[config.mk]
export PLATFORM = sky130hd
export DESIGN_NAME = shreg_engine
export DESIGN_NICKNAME = d
export VERILOG_FILES = /design/src/rtl/shreg_engine.sv
export SDC_FILE = /design/constraint.sdc
export NUM_CORES = 1
export LEC_CHECK = 0
export CORE_MARGIN = 1.5
export CORE_UTILIZATION = 25
export CTS_BUF_LIST = sky130_fd_sc_hd__clkbuf_2
export DETAILED_ROUTE_END_ITERATION = 6
export PLACE_DENSITY = 0.52
export SLEW_MARGIN = 20
export SYNTH_ARGS = -nofsm -noshare
export SYNTH_HDL_FRONTEND = slang
export SYNTH_SLANG_ARGS = --single-unit
[constraint.sdc]
create_clock -name clk -period 2.7 [get_ports clk]
set_clock_uncertainty 0.05 [all_clocks]
set_input_delay 0.405 -clock clk [delete_from_list [all_inputs] [get_ports clk]]
set_output_delay 0.405 -clock clk [all_outputs]
set_load 0.05 [all_outputs]
[src/rtl/shreg_engine.sv]
// -----------------------------------------------------------------------------
// shreg_engine
//   Configurable shift-register engine. A DEPTH-bit register can shift or
//   rotate in either direction, take parallel byte loads through a valid/ready
//   handshake, step as a Galois-free (Fibonacci) LFSR, or clear itself.
//   A shift counter pulses 'wrap' once every DEPTH shift steps, and
//   'load_done' pulses after the last byte of a full-register load.
//
//   Optional feature: define SHREG_LFSR_EN to enable the LFSR mode (110).
//   Without it, mode 110 behaves as HOLD and no LFSR logic is built.
//
// Ports
//   clk         in   1        sole clock, rising edge
//   rst_n       in   1        asynchronous active-low reset
//   ena         in   1        global enable, low holds all state
//   mode        in   3        operation select
//   ser_in      in   1        serial insert bit for SHL/SHR
//   load_data   in   8        byte for parallel load
//   load_valid  in   1        load byte present
//   load_ready  out  1        load byte accepted when load_valid also high
//   tap_sel     in   TAPW     byte window select
//   tap_out     out  8        selected byte (0 when tap_sel out of range)
//   ser_out     out  1        serial exit bit for the current direction
//   wrap        out  1        one-cycle pulse after DEPTH shift steps
//   load_done   out  1        one-cycle pulse after the last byte load
// -----------------------------------------------------------------------------
module shreg_engine #(
  parameter int unsigned       DEPTH = 32,
  parameter logic [DEPTH-1:0]  POLY  = 32'h8020_0003,
  localparam int unsigned      TAPW  = ((DEPTH / 8) > 1) ? $clog2(DEPTH / 8) : 1
) (
  input  logic            clk,
  input  logic            rst_n,
  input  logic            ena,
  input  logic [2:0]      mode,
  input  logic            ser_in,
  input  logic [7:0]      load_data,
  input  logic            load_valid,
  output logic            load_ready,
  input  logic [TAPW-1:0] tap_sel,
  output logic [7:0]      tap_out,
  output logic            ser_out,
  output logic            wrap,
  output logic            load_done
);

  localparam int unsigned NBYTES    = DEPTH / 8;
  localparam int unsigned CW        = $clog2(DEPTH);
  localparam logic [CW-1:0]   CNT_LAST  = CW'(DEPTH - 1);
  localparam logic [TAPW-1:0] PTR_LAST  = TAPW'(NBYTES - 1);

  typedef enum logic [2:0] {
    MODE_HOLD  = 3'b000,
    MODE_SHL   = 3'b001,
    MODE_SHR   = 3'b010,
    MODE_ROTL  = 3'b011,
    MODE_ROTR  = 3'b100,
    MODE_LOAD  = 3'b101,
    MODE_LFSR  = 3'b110,
    MODE_CLEAR = 3'b111
  } mode_e;

  // Elaboration-time sanity check on the parameters; a zero tap mask could
  // never produce a useful sequence.
  if ((DEPTH < 8) || (DEPTH > 64) || ((DEPTH % 8) != 0) || (POLY == '0)) begin : g_bad_param
    $error("shreg_engine: illegal DEPTH/POLY parameter");
  end

  mode_e            mode_w;
  logic [DEPTH-1:0] sr_q, sr_d;
  logic [CW-1:0]    cnt_q, cnt_d;
  logic [TAPW-1:0]  ptr_q, ptr_d;
  logic             wrap_q, wrap_d;
  logic             done_q, done_d;
  logic             step;

  assign mode_w = mode_e'(mode);

  // Handshake is purely combinational so a producer sees ready in the
  // same cycle the mode is selected.
  assign load_ready = ena && (mode_w == MODE_LOAD);

  // Next-state logic. Any enabled non-LOAD cycle restarts the byte pointer;
  // a LOAD cycle without load_valid leaves the pointer where it was.
  always_comb begin
    sr_d   = sr_q;
    cnt_d  = cnt_q;
    ptr_d  = ptr_q;
    wrap_d = 1'b0;
    done_d = 1'b0;
    step   = 1'b0;

    if (ena) begin
      if (mode_w != MODE_LOAD) begin
        ptr_d = '0;
      end

      case (mode_w)
        MODE_HOLD: begin
        end
        MODE_SHL: begin
          sr_d = {sr_q[DEPTH-2:0], ser_in};
          step = 1'b1;
        end
        MODE_SHR: begin
          sr_d = {ser_in, sr_q[DEPTH-1:1]};
          step = 1'b1;
        end
        MODE_ROTL: begin
          sr_d = {sr_q[DEPTH-2:0], sr_q[DEPTH-1]};
          step = 1'b1;
        end
        MODE_ROTR: begin
          sr_d = {sr_q[0], sr_q[DEPTH-1:1]};
          step = 1'b1;
        end
        MODE_LOAD: begin
          if (load_valid) begin
            sr_d[{ptr_q, 3'b000} +: 8] = load_data;
            ptr_d  = (ptr_q == PTR_LAST) ? '0 : ptr_q + 1'b1;
            done_d = (ptr_q == PTR_LAST);
          end
        end
        MODE_LFSR: begin
`ifdef SHREG_LFSR_EN
          // All-zero state would lock the LFSR forever; force a 1 in.
          sr_d = {sr_q[DEPTH-2:0], (sr_q == '0) ? 1'b1 : ^(sr_q & POLY)};
          step = 1'b1;
`endif
        end
        MODE_CLEAR: begin
          sr_d  = '0;
          cnt_d = '0;
        end
      endcase

      // The counter only ever needs values 0..DEPTH-1: reaching DEPTH is
      // folded into the wrap back to 0.
      if (step) begin
        if (cnt_q == CNT_LAST) begin
          cnt_d  = '0;
          wrap_d = 1'b1;
        end else begin
          cnt_d = cnt_q + 1'b1;
        end
      end
    end
  end

  // State register; wrap and load_done are registered single-cycle pulses.
  always_ff @(posedge clk or negedge rst_n) begin
    if (!rst_n) begin
      sr_q   <= '0;
      cnt_q  <= '0;
      ptr_q  <= '0;
      wrap_q <= 1'b0;
      done_q <= 1'b0;
    end else begin
      sr_q   <= sr_d;
      cnt_q  <= cnt_d;
      ptr_q  <= ptr_d;
      wrap_q <= wrap_d;
      done_q <= done_d;
    end
  end

  // Byte window read; indices past the last byte read as zero.
  always_comb begin
    tap_out = 8'h00;
    if (32'(tap_sel) < NBYTES) begin
      tap_out = sr_q[{tap_sel, 3'b000} +: 8];
    end
  end

  // Right-moving modes exit through bit 0, everything else through the MSB.
  assign ser_out   = ((mode_w == MODE_SHR) || (mode_w == MODE_ROTR)) ? sr_q[0] : sr_q[DEPTH-1];
  assign wrap      = wrap_q;
  assign load_done = done_q;

endmodule
==> qor.tcl <==
set qor(grt_pass1_vias) 2672
set qor(final_net_count) 349
set qor(postRouteAntennaNets) 0
set qor(synthesized_area_per_cell_um2) 9.91
set qor(drv_slew) 0
set qor(netlist_top_cells_count) {sky130_fd_sc_hd__dfrtp_1, sky130_fd_sc_hd__nand3_1, sky130_fd_sc_hd__a22o_1}
set qor(worst-endpoint-required_ns) 3.03
set qor(maximum_number_of_pins_on_one_net_before_global_route_repair) 30
set qor(worst_slew_pin_slew_ns) 0.671
set qor(detailed_place_hpwl_um) 6620
set qor(ff_to_ff_setup_slack_ns) 0.39
set qor(detail_route.wirelength_um) 9410
set qor(cts_tree) {yes}
set qor(yosys_most_used_dff) {sky130_fd_sc_hd__dfrtp_1}
set qor(drv_cap) 0
set qor(rows) 39
set qor(grt_first_pass_wirelength_um) 15300
set qor(rsz_0062_raised_after_global_routing) {false}
set qor(achievable-frequency_mhz) 433
set qor(boundaryPins) 30
set qor(routabilityCongestion) 0.788
set qor(synth-edff-count) 0
set qor(clock-root-buffer) {sky130_fd_sc_hd__clkbuf_2}
set qor(timing_hold_violations_final) 0
set qor(synth.distinct_cells) 48
set qor(io_buffer_count) 29
set qor(register_area_um2) 1030
set qor(die_w_um) 112
set qor(globalRouteOverflowTotal) 0
set qor(setup_viol) 0
set qor(area_growth_syn_to_layout_pct) 18.4
set qor(cts.clk_slew.worst_paths_ns) 0.26
set qor(relSlewSlack_pct) 55.3
set qor(critPathArrivalTime_ns) 2.64
set qor(start_util_pct) 25.9
set qor(synth_sequential_area_ratio_pct) 34.4
set qor(total_power_mw) 1.84
set qor(detail_route.wl_per_cell_um) 20.1
set qor(power.static_leakage_nw) 1.38
set qor(multi_input_combinational_cell_area_um2) 1790
set qor(synth_net_count) 327
set qor(global_route.usage.total_pct) 15.1
set qor(timing.final.crit_share_pct) 85.5
set qor(cts_made_buffers) 5
set qor(run_status) {finished clean}
set qor(pwr_density_cell_nw_per_um2) 521
set qor(drc) 0
set qor(synth-warning-count) 0
set qor(drive_gt1_share_pct) 16.0
set qor(worstSetupEndpointType) {flip-flop}
set qor(die_area_um2) 12600
set qor(worst-setup-path-type) {reg -> reg}
set qor(clock_tree.htree_level_count) 2
set qor(post_cts_resized) 0
set qor(synth_top_cells_by_area) {sky130_fd_sc_hd__dfrtp_1, sky130_fd_sc_hd__a22o_1, sky130_fd_sc_hd__mux4_2}
set qor(yosys.area.top_type_share_pct) 34.4
set qor(async_flop_share_pct) 100
set qor(num_vias) 2807
set qor(post_synth_instance_area_um2) 2980
set qor(die_h_um) 112
set qor(postSynthCellCount) 301
set qor(worst_ir_drop_vdd_uv) 214
set qor(detailedRoute.firstIterationViolations) 311
set qor(clkSinkCount) 41
set qor(synth_seq_cells) 41
set qor(clock_path_buffers) 2
set qor(drtPass1Iterations) 6
set qor(design.core.area_um2) 11500
set qor(startpoint_types) {flip-flop}
set qor(timing.final.crit_period_ns) 2.31
set qor(setup-tns-final_ns) 0
set qor(insertion_delay_ns) 0.43
set qor(hp-class) {in -> async}
set qor(yosysTopAreaCell) {sky130_fd_sc_hd__dfrtp_1}
set qor(post-synth-top-count-cell) {sky130_fd_sc_hd__dfrtp_1}
set qor(num-fill-cells) 1207
set qor(critPathMaxFanout) 10
set qor(antenna_found_initial) 1
set qor(vias_per_cell) 6.00
==> logic make-up (layout without fill, tap and decap cells) <==
family / Yosys count / in the layout / synth area share, %
DFF: 41 / 41 / 34.4
other: 0 / 1 / 0
buffers and inverters: 38 / 61 / 5.67
and+or+nand+nor: 70 / 70 / 13.8
xor gates and xnor gates: 2 / 2 / 0.839
muxes: 12 / 12 / 7.47
adders and majority gates: 8 / 8 / 3.36
AOI/OAI and AO/OA: 130 / 130 / 34.4
==> worst max-delay path, cell delays in order, from the launching register on <==
cell and delay (ns):
sky130_fd_sc_hd__dfrtp_1 0.57, sky130_fd_sc_hd__inv_1 0.13, sky130_fd_sc_hd__ha_1 0.37, sky130_fd_sc_hd__nor4bb_1 0.35
sky130_fd_sc_hd__and2_0 0.43, sky130_fd_sc_hd__a222oi_1 0.16, sky130_fd_sc_hd__o2bb2ai_1 0.20
==> placed cells by master, fill, tap and decap left out, drive strengths merged, types with 2 or more instances in the layout <==
cell / count
a2111oi: 2
a211oi: 2
a21oi: 11
a222oi: 14
a22o: 34
a22oi: 14
and2: 4
and3: 6
and3b: 3
buf: 26
bufinv: 2
clkbuf: 5
clkdlybuf4s50: 18
dfrtp: 41
ha: 8
inv: 9
mux2: 2
mux2i: 2
mux4: 8
nand2: 4
nand2b: 3
nand3: 35
nor2: 4
nor2b: 2
nor4bb: 2
o211ai: 16
o21ai: 14
o22ai: 2
o2bb2ai: 15
or2: 2
==> final timing paths <==
check                                          start              endpoint  depth (start not counted)
worst max-delay path            ptr_q[0]$_DFFE_PN0P_  sr_q[18]$_DFFE_PN0P_                          6
worst min-delay path                           rst_n  sr_q[14]$_DFFE_PN0P_                          2
worst max register to register  ptr_q[0]$_DFFE_PN0P_  sr_q[18]$_DFFE_PN0P_                          6
worst min register to register  cnt_q[3]$_DFFE_PN0P_  cnt_q[3]$_DFFE_PN0P_                          1
max in group asynchronous                      rst_n   sr_q[8]$_DFFE_PN0P_                          3
min in group clk                cnt_q[3]$_DFFE_PN0P_  cnt_q[3]$_DFFE_PN0P_                          1
==> what timing repair did <==
action                                 in CTS  in global routing
endpoints found under the hold margin      20                  0
hold buffers                                1                  0
buffers inserted                            0                  0
==> state kept, by name (all words and copies together), names as in the netlist <==
register,flops
sr_q,32
cnt_q,5
ptr_q,2
load_done,1
wrap,1
==> routing by layer <==
layer | vias to the layer above | track usage [%] | part of all wire, %
met4 | 0 | 4.89 | 1.8
met1 | 1425 | 21.1 | 44
met5 | - | 0 | 0
met2 | 100 | 24.1 | 49
li1 | 1267 | - | -
met3 | 15 | 2.32 | 5.5
==> metrics by stage <==
stage               worst slack [ns]  hold WS (ns)  cells  util [%]  instance area (µm²)
finish                         0.391         0.383    468      30.6                 3530
global placement               0.127         0.356    458      29.7                 3420
CTS                            0.376         0.387    467      30.6                 3520
global route                   0.172         0.413    468      30.6                 3530
detailed placement            0.0998         0.361    458      29.7                 3420
floorplan                      0.767        0.0594    301         -                 2980
==> power breakdown <==
part	total, mW	switching, mW	internal, mW
combinational	0.540	0.297	0.243
clock	0.498	0.245	0.253
sequential	0.802	0.113	0.689
total	1.84	0.656	1.18
==> final cells by class <==
cell class                      instances  area share (%)
Clock inverter                          3            1.95
Timing Repair Buffer                   45            11.6
Inverter                                8           0.851
Multi-Input combinational cell        222            50.7
Antenna cell                            1          0.0709
Clock buffer                            5           0.709
Sequential cell                        41            29.1
Tap cell                              143            5.07
(Power assumes the default switching activity.)
